**src/rtl/demux1_4_reg_if.sv**
```systemverilog
// Source/sink bundle for the registered 1-to-4 demultiplexer.
// The master drives the word and consumer readies; the slave returns channel state.
interface demux1_4_reg_if #(
    parameter int WIDTH = 32
);
    logic [WIDTH-1:0] in;
    logic [1:0]       sel;
    logic             in_valid;
    logic             in_ready;
    logic [WIDTH-1:0] out_1;
    logic [WIDTH-1:0] out_2;
    logic [WIDTH-1:0] out_3;
    logic [WIDTH-1:0] out_4;
    logic [3:0]       out_valid;
    logic [3:0]       out_ready;

    modport master (
        output in, sel, in_valid, out_ready,
        input  in_ready, out_1, out_2, out_3, out_4, out_valid
    );

    modport slave (
        input  in, sel, in_valid, out_ready,
        output in_ready, out_1, out_2, out_3, out_4, out_valid
    );
endinterface

```
**src/rtl/demux1_4_reg.sv**
```systemverilog
// Registered 1-to-4 demultiplexer: one holding register per channel,
// so a stalled consumer blocks only the source, never the other channels.
module demux1_4_reg #(
    parameter int WIDTH = 32
) (
    input logic           clk,
    input logic           reset,
    demux1_4_reg_if.slave bus
);
    logic [WIDTH-1:0] r_data [4];
    logic [3:0]       r_valid;
    logic [3:0]       w_sel_oh;
    logic [3:0]       w_accept;
    logic [3:0]       w_drain;
    logic             w_in_ready;

    // A full channel draining this cycle may accept in the same cycle.
    always_comb begin
        w_sel_oh   = 4'b0001 << bus.sel;
        w_in_ready = !reset &&
                     (!r_valid[bus.sel] || bus.out_ready[bus.sel]);
        w_accept   = (bus.in_valid && w_in_ready) ? w_sel_oh : 4'b0000;
        w_drain    = r_valid & bus.out_ready;
    end

    always_ff @(posedge clk) begin
        if (reset) begin
            for (int k = 0; k < 4; k++) begin
                r_data[k] <= '0;
            end
            r_valid <= 4'b0000;
        end else begin
            for (int k = 0; k < 4; k++) begin
                if (w_accept[k]) begin
                    r_data[k] <= bus.in;
                end
            end
            r_valid <= (r_valid & ~w_drain) | w_accept;
        end
    end

    assign bus.in_ready  = w_in_ready;
    assign bus.out_1     = r_data[0];
    assign bus.out_2     = r_data[1];
    assign bus.out_3     = r_data[2];
    assign bus.out_4     = r_data[3];
    assign bus.out_valid = r_valid;
endmodule

```
**src/flat_wrapper.sv**
```systemverilog
// flat-port wrapper written by rule: the top's interface ports become plain ports
module demux1_4_reg_flat 
#(
    parameter int WIDTH = 32
)
  (clk, reset, bus_in, bus_sel, bus_in_valid, bus_out_ready, bus_in_ready, bus_out_1, bus_out_2, bus_out_3, bus_out_4, bus_out_valid);
  demux1_4_reg_if #(.WIDTH(WIDTH)) bus_i ();
  input logic clk;
  input logic reset;
  input wire logic [$bits(bus_i.in)-1:0] bus_in;
  input wire logic [$bits(bus_i.sel)-1:0] bus_sel;
  input wire logic [$bits(bus_i.in_valid)-1:0] bus_in_valid;
  input wire logic [$bits(bus_i.out_ready)-1:0] bus_out_ready;
  output wire logic [$bits(bus_i.in_ready)-1:0] bus_in_ready;
  output wire logic [$bits(bus_i.out_1)-1:0] bus_out_1;
  output wire logic [$bits(bus_i.out_2)-1:0] bus_out_2;
  output wire logic [$bits(bus_i.out_3)-1:0] bus_out_3;
  output wire logic [$bits(bus_i.out_4)-1:0] bus_out_4;
  output wire logic [$bits(bus_i.out_valid)-1:0] bus_out_valid;
  assign bus_i.in = bus_in;
  assign bus_i.sel = bus_sel;
  assign bus_i.in_valid = bus_in_valid;
  assign bus_i.out_ready = bus_out_ready;
  assign bus_in_ready = bus_i.in_ready;
  assign bus_out_1 = bus_i.out_1;
  assign bus_out_2 = bus_i.out_2;
  assign bus_out_3 = bus_i.out_3;
  assign bus_out_4 = bus_i.out_4;
  assign bus_out_valid = bus_i.out_valid;
  demux1_4_reg #(.WIDTH(WIDTH)) u_core (.clk(clk), .reset(reset), .bus(bus_i));
endmodule
```
**config.mk**
```make
export PLATFORM = sky130hd
export DESIGN_NAME = demux1_4_reg_flat
export DESIGN_NICKNAME = d
export VERILOG_FILES = /design/src/rtl/demux1_4_reg_if.sv /design/src/rtl/demux1_4_reg.sv /design/src/flat_wrapper.sv
export SDC_FILE = /design/constraint.sdc
export NUM_CORES = 1
export LEC_CHECK = 0
export CORE_ASPECT_RATIO = 1.2
export CORE_MARGIN = 2
export CORE_UTILIZATION = 45
export CTS_CLUSTER_DIAMETER = 50
export CTS_CLUSTER_SIZE = 40
export DETAILED_ROUTE_END_ITERATION = 16
export GPL_TIMING_DRIVEN = 0
export PLACE_DENSITY = 0.83
export SLEW_MARGIN = 20
export SYNTH_ARGS = -nofsm -noshare
export SYNTH_HDL_FRONTEND = slang
export SYNTH_SLANG_ARGS = --single-unit
```
**constraint.sdc**
```tcl
create_clock -name clk -period 2.3 [get_ports clk]
set_input_delay 0.345 -clock clk [delete_from_list [all_inputs] [get_ports clk]]
set_output_delay 0.345 -clock clk [all_outputs]
set_load 0.02 [all_outputs]
```
# Word-level counts from Yosys, hierarchy flattened
# Memory sizes are Yosys's and may differ from the RTL's.
# Cells that the tools add are included.
# word_totals
regBits,4
mem_bits_rw,128
inputBits,41
out_inout_bits,133
word_cells,40
mem_count,1
# classes
magnitude_cmp,1
shift,1
mux,23
bitwise,8
n_reduce_logical,5
# memory_table
name,depth,width,rd,rd_ports_with_merged_regs,write_ports,line_no,text
u_core.r_data,4,32,4,0,4,demux1_4_reg.sv:10,logic [WIDTH-1:0] r_data [4];
# op_table
cell,n
32-bit 2-to-1 mux,4
1-bit 2-to-1 mux,16
4-bit AND,2
1-bit binary-select mux with 2-bit select,2
4-bit 2-to-1 mux,1
4-bit NOT,1
1-bit OR,4
4-bit OR,1
"1-bit by 2-bit left shift with 4-bit output, first input constant",1
"2-bit by 3-bit less-than comparator with 1-bit output, second input constant",1
1-bit logical AND,2
1-bit zero test,2
1-bit logical OR,1

# Logic depth before layout (Yosys ltp)
# Gate-level depths: netlist (run 1).
# depth
depth_word,11
depth_mapped,6
depth_no_buf,3

# Least setup slack after synthesis (run 1)
# Ideal clock, no wire load.
# synth_path
kind,reg2reg
from,register u_core.r_valid[1] (netlist: u_core.bus.out_valid[1])
to,"memory u_core.r_data[1][0], enable pin"
setup_time_ns,0.482
t_arrival_ns,1.447
t_required_ns,1.818
slack_ns,0.371
path_stages_with_launch,4
path_buffers,0
period_less_slack_ns,1.929
path_cell_list,dfxtp_1 -> or2b_2 -> nand3_1 -> nand2b_1
# synth_lines
element,line_no,text
from (decl),demux1_4_reg.sv:11,logic [3:0] r_valid;
from (signal assigned),demux1_4_reg.sv:38,r_valid <= (r_valid & ~w_drain) | w_accept;
to (decl),demux1_4_reg.sv:10,

# Worst setup path in the final report (run 1)
# layout_path
from,input bus_sel[1]
to,output bus_in_ready
# layout_between
elab_chain_cells,5
word_cells_on_any_way,7
cone_classes,mux: 4; reduce/logical: 3
# layout_lines
element,line_no,text
from (decl),flat_wrapper.sv:11,input wire logic [$bits(bus_i.sel)-1:0] bus_sel;
1-bit binary-select mux with 2-bit select,demux1_4_reg.sv:21,(!r_valid[bus.sel] || bus.out_ready[bus.sel]);
1-bit 2-to-1 mux (not written as such),demux1_4_reg.sv:21,
1-bit zero test,demux1_4_reg.sv:21,
1-bit logical OR (*),demux1_4_reg.sv:21,
1-bit logical AND (*),demux1_4_reg.sv:20,w_in_ready = !reset &&
to (decl),flat_wrapper.sv:14,output wire logic [$bits(bus_i.in_ready)-1:0] bus_in_ready;
# Mark *: on every way between the ends. The rest lies on a longest branch, timed or not. The select of a mux whose other input is x is not followed.

==> flow_summary.toml, run 1 <==
[critical_path]
worst-path-buf-inv = 2
max_stage_delay_ns = 0.52
arrival_ns = 1.85
rrSetupSlack_ns = 0.57
slowest_stage = "clkdlybuf4s50_1"
crit_type = "in2out"
worstPathCellList = "clkdlybuf4s50_1 > nor2b_4 > a311o_1 > a21oi_1 > dlygate4sd2_1"
cp-end-kind = "output pin"
cp_max_fo = 7
startpoint_type = "primary input"
required_ns = 1.96
crit_family = "buffers and inverters"

[sta]
finClkSkew_ns = 0.007560
drv_slew = 0
tightest_slew_ns = 0.5848
finalCriticalPeriod_ns = 2.198
finalSetupTns_ns = 0
fin_crit_sh_pct = 95.58
setup_viol = 0
rsz0062_at_grt = "false"
max_freq_mhz = 454.9
hold_viol_final = 0
slew_headroom_pct = 61.01

[hold_path]
min_path_type = "in2reg"

[floorplan]
die_h_um = 120.0
fp-row-count = 42
die_area_mm2 = 0.01208
ios = 174
start_util_pct = 45.93
die_w_um = 100.7
core_mm2 = 0.01098

[placed_design]
io_buffers = 172
hpwl_mm = 9.110
gp_congestion = 0.7517

[cts]
cts_root_buf = "clkbuf_16"
path_clk_slew_ns = 0.06
cts_made_buffers = 17
insertion_delay_ns = 0.41
cts_max_path_buffers = 2
cts_tree = "yes"
cts_max_level = 4
cts_sinks = 132

[job]
cap_violations = 0

[layout]
num_antenna_cells = 0
area_delta_synth_final_pct = 50.94
layout-drive-gt1-share_pct = 15.20
fin_nets = 574

[power_and_ir_drop]
ir_drop_mv = 0.4742
p_leak_nw = 2.891
power_density_mw_per_mm2 = 796.9
total_power_mw = 6.069

[logic_synthesis]
synth_cell_types = 22
synth_nets = 379
synth_seq_cells = 132
ys_seq_area_share_pct = 77.78
syn_avg_cell_area_um2 = 14.93
synth.area.top_cells = "edfxtp_1 76%, nor2_1 9.6%, nand2_4 4.7%"
synth_top_area_cell = "edfxtp_1"
ys.warnings.count = 0
synth_top_area_share_pct = 76.19
syn_inst = 338
netlist_area_mm2 = 0.005045

[global_route]
grt_pass1_wl_mm = 19.54
grt-ovfl-total = 0
grt_pass1_vias = 3585
grt_util_all_layers_pct = 22.40
antenna_found_initial = 0
grt_max_degree = 20

[detailed_routing]
drt-wirelength-per-cell_um = 19.63
avgViaCountPerCell = 4.984
route.detailed.drc = 0
firstDrtPassIters = 4
drt-total-wl_mm = 13.31
drtIter0Drc = 167
vias = 3379
ant_nets = 0

[status]
status = "complete, no violations"
repair_timing:
action	CTS	global route
hold buffers	0	0
setup endpoints to repair	1	0
endpoints found under the hold margin	0	0
resized for setup	2	0
setup buffers	0	0
cell families after synthesis:
group / after synthesis / share of synthesized area, %
buf+inv: 18 / 3.447
flops: 132 / 77.78
mux: 1 / 0.1984
compound gates: 6 / 0.6944
simple gates: 181 / 17.88
routing by layer:
metal	share of wire, %	GRT usage (%)	vias up
met1	37	25.87	1628
met5	0	0	-
met4	2.9	11.30	0
met3	6.3	4.659	27
met2	54	38.92	162
li1	-	-	1562
state kept, by name, summed over array words and instances (netlist names):
signal                flops
u_core.bus.out_valid      4
u_core.r_data           128
cells in the mapped netlist:
master and number:
edfxtp_1 128, buf_12 2, dfxtp_1 4, nor4b_1 1, a21oi_1 5, or2b_2 1
nor2b_4 1, and2b_2 1, nor2b_2 1, nand3_1 4, inv_1 1, buf_2 7
clkbuf_8 2, nand2_1 10, nor2_1 129, nand2_4 21, nand4_1 1, mux2i_1 1
nand2_2 4, buf_6 6, nand2b_1 7, a311o_1 1
cells in the final DEF (no fill, tap or decap), drive strengths merged:
cell type      synthesis  final
nand4                  1      1
dlygate4sd2            0      2
a21oi                  5      5
inv                    1      2
or2b                   1      1
nor2                 129    129
nor2b                  2      2
clkdlybuf4s50          0    170
mux2i                  1      1
buf                   15     19
clkbuf                 2     19
clkinv                 0      9
nor4b                  1      1
nand2                 35     35
a311o                  1      1
edfxtp               128    128
and2b                  1      1
bufinv                 0      2
dfxtp                  4      4
nand3                  4      4
clkinvlp               0      3
nand2b                 7      7
stage by stage:
stage	hold slack [ns]	util, %	std cells	instance area [um^2]	setup slack [ns]
finish	0.2214	69.33	678	7615	0.1017
global route	0.2305	69.33	678	7615	0.03026
CTS	0.2095	69.33	678	7615	0.1125
detailed placement	0.5355	64.21	646	7052	-0.1910
global placement	0.5331	63.11	642	6932	-0.6968
floorplan	0.5213	-	338	5045	0.3707
path summary, 6_finish.rpt:
kind	end	depth (start not counted)	startpoint
max	bus_in_ready	5	bus_sel[1]
min	u_core.bus.out_valid[0]$_SDFF_PP0_	2	reset
min reg2reg	u_core.bus.out_valid[0]$_SDFF_PP0_	2	u_core.bus.out_valid[0]$_SDFF_PP0_
max reg2reg	u_core.r_data[1][31]$_SDFFCE_PN0P_	4	u_core.bus.out_valid[1]$_SDFF_PP0_
area by class of cell:
cell class / count / area, um^2
sequential: 132 / 3924
fill: 771 / 3368
timing repair buffer: 176 / 1829
multi-input combinational: 188 / 957.2
clock buffer: 17 / 425.4
buffer: 17 / 170.2
tap: 132 / 165.2
clock inverter: 15 / 140.1
inverter: 1 / 3.754
report_power, final:
part / total (mW) / internal [mW] / switching (mW)
clock network: 2.57 / 1.58 / 0.990
logic: 0.712 / 0.314 / 0.398
registers: 2.79 / 2.75 / 0.0342
total: 6.07 / 4.65 / 1.42
Note: power is estimated with default switching activity, not from simulation.
==> run 2, diff against run 1 <==
CORE_MARGIN = not set   (was 2)
GPL_TIMING_DRIVEN = not set   (was 0)
==> run 2 against run 1 <==
  * First-iteration DRC count is 69% higher
  * Design area is 0.56% lower
  * Clock skew is 0.0018 ns higher
  * Global-route usage is 1.4 points higher
  * Maximum frequency is 4.3% higher
  * Largest cell class unchanged
  * Highest routed layer unchanged
==> flow_summary.toml, run 2 (synthesis gave the netlist of run 1 again) <==
[critical_path]
crit_family = "buffers and inverters"
slowest_stage = "clkdlybuf4s50_1"
required_ns = 1.96
arrival_ns = 1.76
worst-path-buf-inv = 2
max_stage_delay_ns = 0.57
worstPathCellList = "clkdlybuf4s50_1 > nor2b_4 > a311o_1 > a21oi_1 > dlygate4sd2_1"
crit_type = "in2out"
worstReg2RegEnd = "u_core.r_data[1][8]$_SDFFCE_PN0P_"
startpoint_type = "primary input"
ff2ff_path_depth = 4
reg2reg_from = "u_core.bus.out_valid[1]$_SDFF_PP0_"
rrSetupSlack_ns = 0.78
cp_max_fo = 4
cp-end-kind = "output pin"

[cts]
post_cts.repair.setup_buffers = 0
insertion_delay_ns = 0.40
cts_sinks = 132
cts_max_path_buffers = 2
path_clk_slew_ns = 0.06
cts_made_buffers = 17
cts_root_buf = "clkbuf_16"
cts_max_level = 4
cts_tree = "yes"

[detailed_routing]
met1_length_mm = 4.729
drtIter0Drc = 282
highest_layer = "met4"
firstDrtPassIters = 4
wl_met3_um = 647
drt-wirelength-per-cell_um = 19.39
avgViaCountPerCell = 4.973
drt-total-wl_mm = 13.11
route.detailed.drc = 0
dr_wl_met2_mm = 7.429
vias = 3362
ant_nets = 0

[layout]
regArea_mm2 = 0.003924
final_util_pct = 68.95
final_common_cell = "clkdlybuf4s50_1"
largest_register_ff_count = 128
largest_register = "u_core.r_data"
fillers = 762
final_cell_mix = "172 x clkdlybuf4s50_1, 129 x nor2_1, 128 x edfxtp_1"
post-route-cell-area_mm2 = 0.007572
multiInputGateArea_um2 = 962.2
area_delta_synth_final_pct = 50.10
fin_nets = 572
layout-drive-gt1-share_pct = 14.15
num_antenna_cells = 0

[sta]
finalCriticalPeriod_ns = 2.109
max_freq_mhz = 474.2
setup_viol = 0
hold_viol_final = 0
tightest_slew_ns = 0.4141
rsz0062_at_grt = "false"
finClkSkew_ns = 0.009325
drv_slew = 0
slew_headroom_pct = 72.37
fin_crit_sh_pct = 91.68

[global_route]
grt-ovfl-total = 0
grt_max_degree = 33
grt_util_all_layers_pct = 23.78
grt_pass1_vias = 3683
grt_pass1_wl_mm = 20.36
antenna_found_initial = 0

[placed_design]
placed_area_mm2 = 0.007022
io_buffers = 173
hpwl_mm = 8.829
gp_congestion = 0.7623

[floorplan]
die_h_um = 118.0
fp-row-count = 42
die_area_mm2 = 0.01164
die_w_um = 98.66
start_util_pct = 45.93
ios = 174
core_mm2 = 0.01098

[hold_path]
min_from = "u_core.bus.out_valid[0]$_SDFF_PP0_"
whs_path_depth = 2
min_path_type = "reg2reg"
whs_endpoint = "u_core.bus.out_valid[0]$_SDFF_PP0_"

[job]
cap_violations = 0

[power_and_ir_drop]
p_leak_nw = 2.873
power_density_mw_per_mm2 = 795.7
ir_drop_mv = 0.4917

[status]
status = "complete, no violations"
[run 2: cell count changes in the layout (fill, tap and decap cells not counted), moves of 2 or more]
cell,previous run,this run
buf_4,0,10
buf_2,7,0
buf_12,2,8
buf_6,6,0
buf_16,4,0
clkbuf_1,0,4
clkbuf_8,2,0
clkdlybuf4s50_1,170,172
[run 2: worst max path at each step]
| stage | slack [ns] | startpoint | cells after the start | to |
|---|---|---|---|---|
| final | 0.19 | bus_sel[0] | 5 | bus_in_ready |
| after global routing | 0.1 | bus_sel[0] | 5 | bus_in_ready |
| after CTS | 0.19 | bus_sel[0] | 5 | bus_in_ready |
| after detailed placement | -0.1 | bus_sel[0] | 5 | bus_in_ready |
| after global placement | -0.08 | bus_sel[0] | 5 | bus_in_ready |
| after floorplan | 0.37 | u_core.bus.out_valid[1]$_SDFF_PP0_ | 3 | u_core.r_data[1][0]$_SDFFCE_PN0P_ |
[run 2: repair_timing]
item,4_1_cts,5_1_grt
endpoints found under the setup margin,1,0
hold buffers,0,0
endpoints found under the hold margin,0,0
gates resized for setup,1,0
[run 2: layout make-up]
class	instances	area share, %
sequential	132	51.82
clock inverter	11	1.471
tap	132	2.181
multi-input combinational	188	12.71
clock buffer	21	5.816
inverter	1	0.04957
timing repair buffer	191	25.96
[run 2: metal layers]
metal | global-route usage [%] | vias up
met3 | 5.582 | 18
met5 | 0 | -
met1 | 26.76 | 1660
met2 | 42.56 | 134
li1 | - | 1550
met4 | 10.63 | 0
[run 2: power by group]
group | internal, mW | leakage, nW | switching [mW]
Clock | 1.58 | 0.266 | 0.953
Sequential | 2.75 | 1.41 | 0.0356
Combinational | 0.310 | 1.20 | 0.392
[run 2: worst min-delay path: cells and delay by family, from the launching register on]
family           cells  cell delay, ns
flip-flops           1            0.33
AND/OR/NAND/NOR      1            0.11
AO/OA/AOI/OAI        1            0.07
[run 2: metrics by stage]
stage	setup WS (ns)	TNS [ns]	instances	total power, mW	hold slack (ns)
global route	0.09962	0	676	6.204	0.5898
CTS	0.1884	0	676	6.058	0.5663
detailed placement	-0.09964	-0.09964	644	3.548	0.5496
floorplan	0.3707	0	338	3.153	0.5213
global placement	-0.07708	-0.07708	644	3.525	0.5381
finish	0.1914	0	676	6.026	0.5612
==> run 3, diff against run 2 <==
CELL_PAD_IN_SITES_DETAIL_PLACEMENT = 1   (was not set)
CELL_PAD_IN_SITES_GLOBAL_PLACEMENT = 2   (was not set)
CORE_UTILIZATION = 30   (was 45)
==> run 3 against run 2 <==
  * Sequential power is essentially flat
  * Wire length grew 9.1%
  * Final cell count rose by 12%
  * Global-route usage down 6.5 points
  * Largest cell class unchanged
==> flow_summary.toml, run 3 (synthesis gave the netlist of run 1 again) <==
[layout]
largest_register = "u_core.r_data"
largest_register_ff_count = 128
layout-drive-gt1-share_pct = 14.78
num_antenna_cells = 0
post-route-cell-area_mm2 = 0.007681
area_delta_synth_final_pct = 52.26
final_cell_mix = "171 x clkdlybuf4s50_1, 129 x nor2_1, 128 x edfxtp_1"
final_common_cell = "clkdlybuf4s50_1"
fin_nets = 576

[cts]
cts_tree = "yes"
cts_max_level = 4
cts_made_buffers = 17
post_cts.repair.setup_buffers = 0
cts_max_path_buffers = 2
cts_sinks = 132
insertion_delay_ns = 0.41
path_clk_slew_ns = 0.06
cts_root_buf = "clkbuf_16"

[sta]
tightest_slew_ns = 0.4407
slew_headroom_pct = 70.59
drv_slew = 0
setup_viol = 0
holdWs_ns = 0.5687
finalCriticalPeriod_ns = 2.135
max_freq_mhz = 468.3
rsz0062_at_grt = "false"
hold_viol_final = 0
fin_crit_sh_pct = 92.84
finClkSkew_ns = 0.01098
finalSetupTns_ns = 0

[detailed_routing]
avgViaCountPerCell = 4.455
firstDrtPassIters = 4
vias = 3386
drt-wirelength-per-cell_um = 18.81
route.detailed.drc = 0
ant_nets = 0
drt-total-wl_mm = 14.30
drtIter0Drc = 204

[floorplan]
die_w_um = 120.4
start_util_pct = 30.88
die_h_um = 144.1
fp-row-count = 51
die_area_mm2 = 0.01734
ios = 174
core_mm2 = 0.01634

[placed_design]
placed_area_mm2 = 0.007132
io_buffers = 173
gp_congestion = 0.7571
hpwl_mm = 9.946

[power_and_ir_drop]
p_leak_nw = 2.885
ir_drop_mv = 0.2753
power_density_mw_per_mm2 = 787.7
total_power_mw = 6.050

[critical_path]
worstPathCellList = "clkdlybuf4s50_1 > nor2b_4 > a311o_1 > a21oi_1 > dlygate4sd2_1"
slowest_stage = "clkdlybuf4s50_1"
required_ns = 1.96
crit_cells = 5
cp_max_fo = 4
crit_type = "in2out"
cp-end-kind = "output pin"
ff2ff_path_depth = 4
max_stage_delay_ns = 0.47
worst-path-buf-inv = 2
crit_family = "buffers and inverters"
rrSetupSlack_ns = 0.77
arrival_ns = 1.79
startpoint_type = "primary input"

[job]
cap_violations = 0

[hold_path]
whs_path_depth = 2
min_path_type = "reg2reg"

[global_route]
grt_pass1_vias = 3766
grt_pass1_wl_mm = 21.60
antenna_found_initial = 0
grt_util_all_layers_pct = 17.29
grt-ovfl-total = 0
grt_max_degree = 33

[status]
status = "complete, no violations"
## run 3: changes by cell type in the layout (fill, tap and decap cells not counted), sizes merged
cell           delta
inv               +1
buf               +4
clkdlybuf4s50     -1
clkbuf            +2
clkinvlp          -1
dlygate4sd2       +1
clkinv            -2
## run 3: report_power, final
group	internal, mW	switching (mW)
registers	2.75	0.0391
logic	0.309	0.398
clock network	1.59	0.960
## run 3: worst min-delay path, delay by kind of cell (launching register included)
kind | cells | cell delay (ns)
flip-flops | 1 | 0.32
AO/OA/AOI/OAI | 1 | 0.08
AND/OR/NAND/NOR | 1 | 0.12
## run 3: metrics by stage
stage	worst slack, ns	cells	utilization [%]
finish	0.1647	760	47.02
global route	0.09406	760	47.02
CTS	0.1588	760	47.02
detailed placement	-0.2069	728	43.66
global placement	-0.2156	728	43.66
floorplan	0.3707	338	-
## run 3: area by class of cell
type	instances	area (um^2)
Clock inverter	9	103.9
Clock buffer	23	447.9
Tap cell	212	265.3
Fill cell	1675	8655
Sequential cell	132	3924
Inverter	1	3.754
Multi-Input combinational cell	188	967.2
Timing Repair Buffer	195	1969
## run 3: worst paths after layout
kind	start	end
hold / removal	u_core.bus.out_valid[0]$_SDFF_PP0_	u_core.bus.out_valid[0]$_SDFF_PP0_
hold reg to reg	u_core.bus.out_valid[0]$_SDFF_PP0_	u_core.bus.out_valid[0]$_SDFF_PP0_
setup / recovery	bus_sel[1]	bus_in_ready
setup reg to reg	u_core.bus.out_valid[1]$_SDFF_PP0_	u_core.r_data[1][8]$_SDFFCE_PN0P_
## run 3: per-layer routing
metal,vias up,global-route usage [%],routed length [um]
li1,1558,-,-
met1,1680,19.09,5654
met2,132,31.61,7606
met3,16,4.732,831
met4,0,6.433,206
met5,-,0,0
## run 3: what timing repair did
item | 4_1_cts | 5_1_grt
hold buffers | 0 | 0
resized for setup | 2 | 0
hold endpoints to repair | 0 | 0
endpoints found under the setup margin | 1 | 0
